[src/rtl/multi_rate_divider.sv]
// Multi-channel programmable rate divider: periodic, one-shot and square-wave ticks per channel.
// Latency: write visible as Active next cycle; first Tick E cycles after the write edge.
// Backpressure: none; write port always ready, one write per cycle.
module multi_rate_divider #(
   parameter int CHANNELS  = 4,
   parameter int DIV_WIDTH = 16,
   localparam int CHW      = (CHANNELS > 1) ? $clog2(CHANNELS) : 1
) (
   input  logic                 ClockIn,
   input  logic                 ResetN,
   input  logic                 WrEn,
   input  logic [CHW-1:0]       WrChan,
   input  logic [DIV_WIDTH-1:0] WrDivisor,
   input  logic [1:0]           WrMode,
   input  logic                 SyncRestart,
   output logic [CHANNELS-1:0]  Tick,
   output logic [CHANNELS-1:0]  Wave,
   output logic [CHANNELS-1:0]  Active
);

   typedef enum logic [1:0] {
      MODE_OFF      = 2'b00,
      MODE_PERIODIC = 2'b01,
      MODE_ONESHOT  = 2'b10,
      MODE_SQUARE   = 2'b11
   } mode_t;

   logic [DIV_WIDTH-1:0] divisor_q [CHANNELS];
   logic [DIV_WIDTH-1:0] divisor_d [CHANNELS];
   logic [DIV_WIDTH-1:0] count_q   [CHANNELS];
   logic [DIV_WIDTH-1:0] count_d   [CHANNELS];
   mode_t                mode_q    [CHANNELS];
   mode_t                mode_d    [CHANNELS];
   logic [CHANNELS-1:0]  wave_q;
   logic [CHANNELS-1:0]  wave_d;
   logic [DIV_WIDTH-1:0] wr_reload;

   // Reload value E-1 where E = max(D,1): a zero divisor behaves as divide-by-one.
   function automatic logic [DIV_WIDTH-1:0] reload_of(input logic [DIV_WIDTH-1:0] d);
      return (d == '0) ? '0 : d - DIV_WIDTH'(1);
   endfunction

   assign wr_reload = reload_of(WrDivisor);

   // Next-state per channel: a write wins over restart and expiry; restart wins over counting.
   always_comb begin
      for (int i = 0; i < CHANNELS; i++) begin
         divisor_d[i] = divisor_q[i];
         count_d[i]   = count_q[i];
         mode_d[i]    = mode_q[i];
         wave_d[i]    = wave_q[i];
         // Out-of-range WrChan values match no channel, so such writes are dropped.
         if (WrEn && (WrChan == CHW'(i))) begin
            divisor_d[i] = WrDivisor;
            mode_d[i]    = mode_t'(WrMode);
            count_d[i]   = wr_reload;
            wave_d[i]    = 1'b0;
         end else if (mode_q[i] != MODE_OFF) begin
            if (SyncRestart) begin
               count_d[i] = reload_of(divisor_q[i]);
               wave_d[i]  = 1'b0;
            end else if (count_q[i] == '0) begin
               case (mode_q[i])
                  MODE_PERIODIC: count_d[i] = reload_of(divisor_q[i]);
                  MODE_SQUARE: begin
                     count_d[i] = reload_of(divisor_q[i]);
                     wave_d[i]  = ~wave_q[i];
                  end
                  MODE_ONESHOT: mode_d[i] = MODE_OFF;
                  default:      mode_d[i] = MODE_OFF;
               endcase
            end else begin
               count_d[i] = count_q[i] - DIV_WIDTH'(1);
            end
         end
      end
   end

   // Channel state registers, cleared asynchronously so all outputs drop at once.
   always_ff @(posedge ClockIn or negedge ResetN) begin
      if (!ResetN) begin
         for (int i = 0; i < CHANNELS; i++) begin
            divisor_q[i] <= '0;
            count_q[i]   <= '0;
            mode_q[i]    <= MODE_OFF;
         end
         wave_q <= '0;
      end else begin
         for (int i = 0; i < CHANNELS; i++) begin
            divisor_q[i] <= divisor_d[i];
            count_q[i]   <= count_d[i];
            mode_q[i]    <= mode_d[i];
         end
         wave_q <= wave_d;
      end
   end

   // Outputs decode registered state only; no input reaches an output combinationally.
   always_comb begin
      Tick   = '0;
      Wave   = '0;
      Active = '0;
      for (int i = 0; i < CHANNELS; i++) begin
         Active[i] = (mode_q[i] != MODE_OFF);
         Tick[i]   = (mode_q[i] != MODE_OFF) && (count_q[i] == '0);
         Wave[i]   = (mode_q[i] == MODE_SQUARE) && wave_q[i];
      end
   end

endmodule

[config.mk]
export PLATFORM = sky130hd
export DESIGN_NAME = multi_rate_divider
export DESIGN_NICKNAME = d
export VERILOG_FILES = /design/src/rtl/multi_rate_divider.sv
export SDC_FILE = /design/constraint.sdc
export NUM_CORES = 1
export LEC_CHECK = 0
export ABC_AREA = 1
export CAP_MARGIN = 20
export CORE_AREA = 2 2 139 141
export DETAILED_ROUTE_END_ITERATION = 10
export DIE_AREA = 0 0 141 143
export GPL_TIMING_DRIVEN = 0
export PLACE_DENSITY = 0.82
export SYNTH_ARGS = -nofsm -noshare
export SYNTH_HDL_FRONTEND = slang
export SYNTH_SLANG_ARGS = --single-unit
[constraint.sdc]
create_clock -name ClockIn -period 3.95 [get_ports ClockIn]
set_input_delay 0.79 -clock ClockIn [delete_from_list [all_inputs] [get_ports ClockIn]]
set_output_delay 0.79 -clock ClockIn [all_outputs]
set_load 0.01 [all_outputs]
==> run metrics <==
status=complete, no violations; R2R Setup Slk=1.80 ns; largest fanout on the critical path=8; clock share of power=26.8%; Synth Instances=1,816; Die W=141 um; initial antenna violation count=1; clk_lat worst skew=0.45 ns; share of cells above drive strength 1=4.567%; Die ar.=20,160 um^2; Int Pwr=3.707 mW; Mean Syn Cell Area=6.073 um^2; DRT Wirelength=36.97 mm; Iteration-0 DRC Markers=1,467; slew margin rel.=37.90%; mapped cell area=11,030 um^2; Final Critical Period=3.208 ns; Cell variety after synth=33; CP required=3.16 ns; final-report setup violation count=0; Setup TNS=0 ns; Post-Layout Cell Count=2,117; Hold Buf Count CTS=0; Sw Share=42.81%; first-pass detailed-route iteration total=9; worst slew pin tran=0.9281 ns; syn nets=1,854; max capacitance violation total=0; leakage=6.024 nW; unrepaired setup endpoints after global routing=false; CP arrival=2.42 ns; reg2reg end=count_q[3]; dpl cells=2,085; asr flop ratio synth=100.0%; first-pass GRT wire length=57.65 mm; Yosys reg bits=140; startpoint types=register; PwrDens=526.5 nW/um^2; drc violations=0; worst min-delay path class=in -> async; gr ovfl total=0; clock slew at reported path FFs=0.07 ns; Critical path destination=Tick[3]; Routed Antenna Nets=0; warnings from Yosys=0; Layout area overhead=11.64%; vias in the first global route=11.02k; Root Buffer=clkbuf_16; total CTS buffers=17; # rows=50; number of flops mapped to enable cells by yosys=0; vias per cell=5.912; crit end category=output pin; sequential share of power=35.3%; pin count of the biggest net entering global routing=73; number of H-tree levels=4; Fillers=1,760; GPL Wtd Cong=1.045; # clock sinks=140; Primary FF master, synth=dfrtp_1; Multi-input gate area=6614 um^2; commonest non-fill, non-tap cells in the layout=520 x nand2_1, 352 x nor2_1, 212 x nand3_1; clk buf depth=2; Peak VDD IR=0.3330 mV; fmax=0.3117 GHz; Port Buffers=34; Clock Skews=0.01093 ns; Worst Reg-to-Reg Cells=7; area of the core=18,580 um^2; nets=1,908; Die H=143 um; I/O Pins=36; Psw=2.775 mW; Final period util=81.21%; FF/Latch Area=3503 um^2; Combinational Power Share=37.9%; CTS tree=built; Slew Limit Fails=0; worst r2r src=count_q[10]; Fin. Hold Viols=0; HPWL Detailed=27.68 mm; Initial Util=59.35%; Crit Path Category=reg -> out; final hold slack=0.3429 ns; antenna diode count=0; GRT Util Overall=36.97%; postcts setup bufs=0; crit path from=count_q[10]; post-cts resize count=0; register area share after synthesis=31.77%; Vias=12.52k; Avg WL per Cell=17.46 um; commonest non-fill, non-tap cell in the layout=nand2_1
## worst min path at each step
stage / endpoint / slack (ns) / cells after the start
after floorplan: divisor_q[0] / 0.45 / 2
after global placement: divisor_q[17] / 0.47 / 2
after global routing: count_q[35] / 0.40 / 1
final: count_q[35] / 0.34 / 1
after CTS: count_q[35] / 0.37 / 1
after detailed placement: divisor_q[49] / 0.47 / 2
## cell type report
cell class	count	share of cell area, %
multi-input combinational	1443	53.72
sequential	140	28.46
inverter	192	5.854
clock buffer	18	3.567
timing repair buffer	35	2.998
tap	234	2.378
buffer	41	1.545
clock inverter	14	1.484
## sequential cells by signal, summed over array words and instances, names as in the netlist
register / flops
divisor_q: 64
mode_q: 8
count_q: 64
wave_q: 4
## Yosys cell counts, drive strengths merged, types with 2 or more instances
| cell | instances | area, um^2 |
|---|---|---|
| ha | 14 | 175.2 |
| o21bai | 4 | 30.03 |
| clkbuf | 16 | 60.06 |
| xor2 | 32 | 280.3 |
| nor2 | 368 | 1451 |
| o21ai | 119 | 599.3 |
| buf | 25 | 130.1 |
| nand4 | 65 | 406.6 |
| nand2 | 521 | 1958 |
| clkinv | 2 | 7.510 |
| dfrtp | 140 | 3503 |
| o22ai | 2 | 12.51 |
| nand3b | 7 | 52.55 |
| or2 | 3 | 18.77 |
| nor3 | 12 | 60.06 |
| inv | 190 | 713.2 |
| xnor2 | 12 | 105.1 |
| and2 | 4 | 25.02 |
| o211ai | 6 | 45.04 |
| nand3 | 215 | 1091 |
| a21oi | 56 | 280.3 |
## worst max-delay path, stage by stage, from the launching register on
cell and delay [ns]:
dfrtp_1 0.42, nor2_1 0.25, nand2_1 0.11, nor2_2 0.20, nand2_1 0.28, nor2_1 0.17, clkdlybuf4s50_1 0.55
## power groups by stage
stage | Sequential (mW) | Combinational, mW | Clock [mW]
6_report | 2.29 | 2.46 | 1.74
5_1_grt | 2.34 | 2.78 | 1.80
4_1_cts | 2.27 | 2.42 | 1.74
3_5_place_dp | 2.29 | 2.40 | 0
3_3_place_gp | 2.29 | 2.34 | 0
2_1_floorplan | 2.17 | 1.82 | 0
## cells by family (layout without fill, tap and decap cells)
| group | count (synthesis) | in the layout | synth area share, % |
|---|---|---|---|
| buf+inv | 233 | 300 | 8.260 |
| compound gates | 189 | 189 | 8.918 |
| flops | 140 | 140 | 31.77 |
| fa+ha+maj | 14 | 14 | 1.588 |
| xor+xnor | 44 | 44 | 3.494 |
| simple gates | 1196 | 1196 | 45.97 |
## stage by stage
stage	area, um^2	util (%)	total power [mW]	setup slack, ns
2_1_floorplan	11030	-	3.988	1.882
3_3_place_gp	11660	62.76	4.634	-3.645
3_5_place_dp	11690	62.92	4.691	0.6439
4_1_cts	12310	66.26	6.429	0.7672
5_1_grt	12310	66.26	6.918	0.6342
6_report	12310	66.26	6.482	0.7422
## layer usage
metal | up-vias | wire length [um] | GRT usage [%]
li1 | 5962 | - | -
met1 | 5784 | 16120 | 53.98
met2 | 677 | 16010 | 55.43
met3 | 91 | 3935 | 7.847
met4 | 2 | 895 | 10.84
met5 | - | 8 | 0
(Power assumes the default switching activity.)
